<file path="src/rtl/cby_pkg.sv">
// rtl/cby_pkg.sv - shared types and elaboration helpers for the Y connection block.
package cby_pkg;

  typedef enum logic [1:0] {
    EMPTY = 2'd0,
    LOAD  = 2'd1,
    FULL  = 2'd2
  } ccff_state_t;

  function automatic int sel_width(input int mux_size);
    return (mux_size > 1) ? $clog2(mux_size) : 1;
  endfunction

  function automatic int track_idx(input int i, input int p, input int stride, input int width);
    return (i + p * stride) % width;
  endfunction

endpackage

</file>
<file path="src/rtl/cby_ccff_chain.sv">
// rtl/cby_ccff_chain.sv - double-buffered configuration chain (shadow/active, counter, FSM).
// Optional readback path under CBY_CFG_READBACK_EN.
module cby_ccff_chain #(
  parameter int CFG_BITS = 16
) (
  input  logic                prog_clk,
  input  logic                prog_reset_n,
  input  logic                ccff_head,
  input  logic                ccff_shift_en,
  input  logic                ccff_commit,
`ifdef CBY_CFG_READBACK_EN
  input  logic                ccff_readback,
`endif
  output logic                ccff_tail,
  output logic [CFG_BITS-1:0] active,
  output logic                cfg_valid,
  output logic                cfg_err
);
  import cby_pkg::*;

  localparam int CW = $clog2(CFG_BITS + 1);
  localparam logic [CW-1:0] FULL_CNT = CW'(CFG_BITS);

  logic [CFG_BITS-1:0] shadow_q, shadow_d;
  logic [CFG_BITS-1:0] active_q, active_d;
  logic [CW-1:0]       count_q, count_d;
  ccff_state_t         state_q, state_d;
  logic                cfg_valid_q, cfg_valid_d;
  logic                cfg_err_q, cfg_err_d;
  logic                commit_ok;

  always_comb begin
    shadow_d    = shadow_q;
    active_d    = active_q;
    count_d     = count_q;
    cfg_valid_d = cfg_valid_q;
    cfg_err_d   = cfg_err_q;
    commit_ok   = ccff_commit && !ccff_shift_en && (state_q == FULL);

    // Shifting proceeds even alongside an illegal commit/readback.
    if (ccff_shift_en) begin
      shadow_d = {shadow_q[CFG_BITS-2:0], ccff_head};
      if (count_q != FULL_CNT) count_d = count_q + 1'b1;
    end

    if (ccff_commit) begin
      if (commit_ok) begin
        active_d    = shadow_q;
        cfg_valid_d = 1'b1;
        count_d     = '0;
      end else begin
        cfg_err_d = 1'b1;
      end
    end
`ifdef CBY_CFG_READBACK_EN
    else if (ccff_readback) begin
      if (ccff_shift_en) begin
        cfg_err_d = 1'b1;
      end else begin
        shadow_d = active_q;
        count_d  = '0;
      end
    end
`endif

    if (count_d == '0)          state_d = EMPTY;
    else if (count_d == FULL_CNT) state_d = FULL;
    else                        state_d = LOAD;
  end

  always_ff @(posedge prog_clk) begin
    if (!prog_reset_n) begin
      shadow_q    <= '0;
      active_q    <= '0;
      count_q     <= '0;
      state_q     <= EMPTY;
      cfg_valid_q <= 1'b0;
      cfg_err_q   <= 1'b0;
    end else begin
      shadow_q    <= shadow_d;
      active_q    <= active_d;
      count_q     <= count_d;
      state_q     <= state_d;
      cfg_valid_q <= cfg_valid_d;
      cfg_err_q   <= cfg_err_d;
    end
  end

  assign ccff_tail = shadow_q[CFG_BITS-1];
  assign active    = active_q;
  assign cfg_valid = cfg_valid_q;
  assign cfg_err   = cfg_err_q;

endmodule

</file>
<file path="src/rtl/cby_param_ccff.sv">
// rtl/cby_param_ccff.sv - Y connection block: track pass-through plus configurable input-pin muxes.
// Optional configuration readback port under CBY_CFG_READBACK_EN.
module cby_param_ccff #(
  parameter int CHAN_WIDTH   = 30,
  parameter int NUM_IPIN     = 4,
  parameter int MUX_SIZE     = 12,
  parameter int TRACK_STRIDE = 3
) (
  input  logic                  prog_clk,
  input  logic                  prog_reset_n,
  input  logic                  ccff_head,
  input  logic                  ccff_shift_en,
  input  logic                  ccff_commit,
`ifdef CBY_CFG_READBACK_EN
  input  logic                  ccff_readback,
`endif
  input  logic [CHAN_WIDTH-1:0] chany_bottom_in,
  input  logic [CHAN_WIDTH-1:0] chany_top_in,
  output logic                  ccff_tail,
  output logic [CHAN_WIDTH-1:0] chany_top_out,
  output logic [CHAN_WIDTH-1:0] chany_bottom_out,
  output logic [NUM_IPIN-1:0]   ipin_out,
  output logic                  cfg_valid,
  output logic                  cfg_err
);
  import cby_pkg::*;

  localparam int SEL_W    = sel_width(MUX_SIZE);
  localparam int CFG_BITS = NUM_IPIN * SEL_W;

  logic [CFG_BITS-1:0] active;

  assign chany_top_out    = chany_bottom_in;
  assign chany_bottom_out = chany_top_in;

  cby_ccff_chain #(.CFG_BITS(CFG_BITS)) u_chain (
    .prog_clk      (prog_clk),
    .prog_reset_n  (prog_reset_n),
    .ccff_head     (ccff_head),
    .ccff_shift_en (ccff_shift_en),
    .ccff_commit   (ccff_commit),
`ifdef CBY_CFG_READBACK_EN
    .ccff_readback (ccff_readback),
`endif
    .ccff_tail     (ccff_tail),
    .active        (active),
    .cfg_valid     (cfg_valid),
    .cfg_err       (cfg_err)
  );

  for (genvar i = 0; i < NUM_IPIN; i++) begin : g_pin
    logic [SEL_W-1:0]        sel;
    logic [(1<<SEL_W)-1:0]   mux_in;

    assign sel = active[i*SEL_W +: SEL_W];

    // Unused select codes are tied low so out-of-range selects read as 0.
    for (genvar k = 0; k < (1 << SEL_W); k++) begin : g_in
      if (k < MUX_SIZE) begin : g_used
        localparam int T = track_idx(i, k / 2, TRACK_STRIDE, CHAN_WIDTH);
        if (k % 2 == 0) begin : g_bot
          assign mux_in[k] = chany_bottom_in[T];
        end else begin : g_top
          assign mux_in[k] = chany_top_in[T];
        end
      end else begin : g_unused
        assign mux_in[k] = 1'b0;
      end
    end

    assign ipin_out[i] = cfg_valid & mux_in[sel];
  end

endmodule
</file>
<file path="config.mk">
export PLATFORM = sky130hd
export DESIGN_NAME = cby_param_ccff
export DESIGN_NICKNAME = d
export VERILOG_FILES = /design/src/rtl/cby_pkg.sv /design/src/rtl/cby_ccff_chain.sv /design/src/rtl/cby_param_ccff.sv
export SDC_FILE = /design/constraint.sdc
export NUM_CORES = 1
export LEC_CHECK = 0
export CORE_MARGIN = 5
export CORE_UTILIZATION = 40
export CTS_CLUSTER_SIZE = 8
export DETAILED_ROUTE_END_ITERATION = 8
export PLACE_DENSITY_LB_ADDON = 0.12
export SKIP_CTS_REPAIR_TIMING = 1
export SKIP_LAST_GASP = 1
export SYNTH_ARGS = -nofsm -noshare
export SYNTH_HDL_FRONTEND = slang
export SYNTH_SLANG_ARGS = --single-unit
</file>
<file path="constraint.sdc">
create_clock -name prog_clk -period 1.7 [get_ports prog_clk]
set_input_delay 0.425 -clock prog_clk [delete_from_list [all_inputs] [get_ports prog_clk]]
set_output_delay 0.425 -clock prog_clk [all_outputs]
set_load 0.01 [all_outputs]
</file>
==> impl_metrics.yaml <==
cells_and_area:
  ff_latch_area_um2: 827.0
  utilization_pct: 53.14
  antenna_cells: 0
  layout.nets: 382
  multi_input_area_mm2: 0.001184
  drive_gt1_share_pct: 16.19
  finalNonFillerCells: 392
  syn_to_final_growth_pct: 31.07
  fill_cells: 614
sta:
  slew_headroom_pct: 80.65
  hold_slack_ps: 480.4
  min_period_ps: 1951
  rsz0062_at_grt: "yes"
  finalSetupTns_ps: -964.5
  tightest_slew_ps: 289.9
  finClkSkew_ps: 2.063
  fin_crit_sh_pct: 114.8
  finalWorstSetupSlack_ps: -251.2
  hold_viol_final: 0
  fmax_mhz: 512.5
  setup_violations: 4
  drv_slew: 0
worst_setup_path:
  crit_path_start_kind: "register"
  cpMaxStageDelayCell: "mux4_2"
  cp.arrival_ps: 1530
  r2r_start: "u_chain.count_q[0]$_SDFF_PN0_"
  reg2reg_depth: 6
  r2r_end: "u_chain.state_q[1]$_SDFF_PP0_"
  rrSetupSlack_ps: 220
  endpoint: "ipin_out[0]"
  critPathKind: "register to output pin"
  worstPathMaxFanout: 2
  crit_path_end_kind: "output pin"
  startpoint: "u_chain.active[3]$_SDFFE_PN0P_"
  cpPeakStageDelay_ps: 500
  cp.required_ps: 1270
  crit_chain: "mux4_2 > o211ai_1 > o21ai_1 > buf_2"
placement:
  io_buffer_count: 87
  dp.cells: 385
  gp_congestion: 0.8144
  detailed_place_hpwl_um: 4116
  pre_cts_ws_ps: -853.5
outcome:
  outcome: "finished, violations left"
  violations: "setup timing"
grt:
  grt_max_degree: 35
  track_usage_pct: 12.92
  grt_pass1_vias: 1938
  grt_util_met3_pct: 4.007
  met1_usage_pct: 14.49
  grtUsageMet2_pct: 23.29
  grt_pass1_wl_um: 8928
  grt-ovfl-total: 0
  grt-busiest-layer: "met2"
  antenna_found_initial: 0
logic_synthesis:
  synth_area_leaders: "dfxtp_1 (32%), buf_4 (19%), mux2i_1 (10%)"
  netlist_instances: 270
  synth.top_cell.area_share_pct: 32.25
  yosysWarnings: 0
  netlist_area_mm2: 0.002545
  syn_avg_cell_area_um2: 9.426
  syn-num-nets: 337
  synth_top_cell_by_area: "dfxtp_1"
  yosysSeqAreaShare_pct: 32.25
  ys_types: 33
  ys_ff_latch: 41
hold_path:
  holdCritPathClass: "register to register"
drt:
  antenna_left: 0
  viasPerCell: 4.814
  drtIter0Drc: 75
  wl_per_cell_um: 13.58
  totalWireLength_um: 5323
  via_count: 1887
  drcViolationCount: 0
  dr.pass1.iters: 4
clock_network:
  clock_latency_ps: 280
  cts-root-buf: "clkbuf_8"
  cts_tree: "done"
  cts.sinks: 41
  path_clk_slew_ps: 80
  clock_path_buffers: 2
  cts_max_level: 2
  cts_inserted_buffers: 5
flow_run:
  maxCapViolCount: 0
floorplanning:
  dieArea_mm2: 0.008058
  row_count: 29
  core_area_mm2: 0.006277
  pin_count: 132
  fp.dieW_um: 89.77
  chipHeight_um: 89.77
  start_util_pct: 40.54
power:
  leakagePower_nw: 1.516
  power.density_mw_per_mm2: 589.7
  peakVddDrop_v: 0.0003970
## kinds of logic after synthesis
kind of cell               after synthesis  share of synthesized area (%)
DFF                                     41                          32.25
and+or+nand+nor                         81                          16.91
AOI/OAI and AO/OA                       34                          9.931
buffers and inverters                   74                          21.24
xor gates and xnor gates                 4                          1.377
muxes                                   34                          17.31
adders and majority gates                2                         0.9831
## placed cells by master, fill, tap and decap left out, drive strengths merged, types with 2 or more instances in the layout
master,count
nand2,37
nor2b,17
clkdlybuf4s50,45
o21ai,7
nand4,2
mux4,8
nand2b,4
dlymetal6s2s,38
nand3,4
o211ai,4
inv,2
mux2i,26
nand3b,4
xor2,3
dfxtp,41
buf,27
ha,2
a21oi,2
o21a,2
nor2,5
clkbuf,6
nand4b,4
a21boi,16
## per-stage QoR
step / power [mW] / area (um^2)
floorplan: 1.248 / 2545
global placement: 1.366 / 3164
detailed placement: 1.367 / 3164
CTS: 2.015 / 3254
global route: 2.054 / 3336
finish: 1.967 / 3336
## synthesized netlist by cell type (all sizes together)
master and instances:
clkbuf 3, and3 1, o21ai 7, xor2 3, nand2 37, buf 69, nand2b 4, mux2i 26
nand4bb 1, a311oi 1, mux4 8, nor4 1, dfxtp 41, a21oi 2, nor2b 17, a211oi 1
inv 2, nand4b 4, o31ai 1, and4bb 1, o211ai 4, a21boi 16, nor2 5, xnor2 1
nand3b 4, o21a 2, ha 2, nand4 2, nand3 4
## worst min path at each step
stage	to	cells after the start	start	slack [ps]
2_1_floorplan	u_chain.active[14]$_SDFFE_PN0P_	2	u_chain.shadow_q[14]$_SDFFE_PN0P_	440
3_3_place_gp	u_chain.cfg_err$_SDFFE_PN0P_	2	u_chain.cfg_err$_SDFFE_PN0P_	470
3_5_place_dp	u_chain.cfg_err$_SDFFE_PN0P_	2	u_chain.cfg_err$_SDFFE_PN0P_	470
4_1_cts	u_chain.active[2]$_SDFFE_PN0P_	2	u_chain.shadow_q[2]$_SDFFE_PN0P_	490
5_1_grt	u_chain.active[1]$_SDFFE_PN0P_	2	u_chain.shadow_q[1]$_SDFFE_PN0P_	500
6_report	u_chain.active[13]$_SDFFE_PN0P_	2	u_chain.shadow_q[13]$_SDFFE_PN0P_	480
## critical path, delay by kind of cell (launching register included)
| kind | cells | cell delay, ps |
|---|---|---|
| AO/OA/AOI/OAI | 2 | 260 |
| buffers and inverters | 1 | 140 |
| flip-flops | 1 | 350 |
| multiplexers | 1 | 500 |
## where the power goes
part           internal [mW]  switching (mW)  total, mW
Clock                  0.321           0.318      0.639
Sequential             0.972          0.0114      0.983
Combinational          0.220           0.124      0.344
Total                   1.51           0.454       1.97
## sequential cells by signal (all words and copies together) (netlist names)
signal	count
u_chain.state_q	2
u_chain.count_q	5
u_chain.cfg_err	1
u_chain.shadow_q	16
u_chain.active	16
u_chain.cfg_valid	1
## layer usage
metal  up-vias  wire (um)
met5         -          0
met4         0         40
met3         4        333
met2        56       2687
met1       872       2262
li1        955          -
## area by class of cell
| type | instances | area share [%] |
|---|---|---|
| clock buffers | 6 | 2.476 |
| clock inverters | 1 | 0.2251 |
| inverters | 2 | 0.2251 |
| multi-input cells | 155 | 35.48 |
| flip-flops and latches | 41 | 24.79 |
| well taps | 77 | 2.888 |
| repair buffers | 110 | 33.91 |
Power figures use the tool's default switching activity.
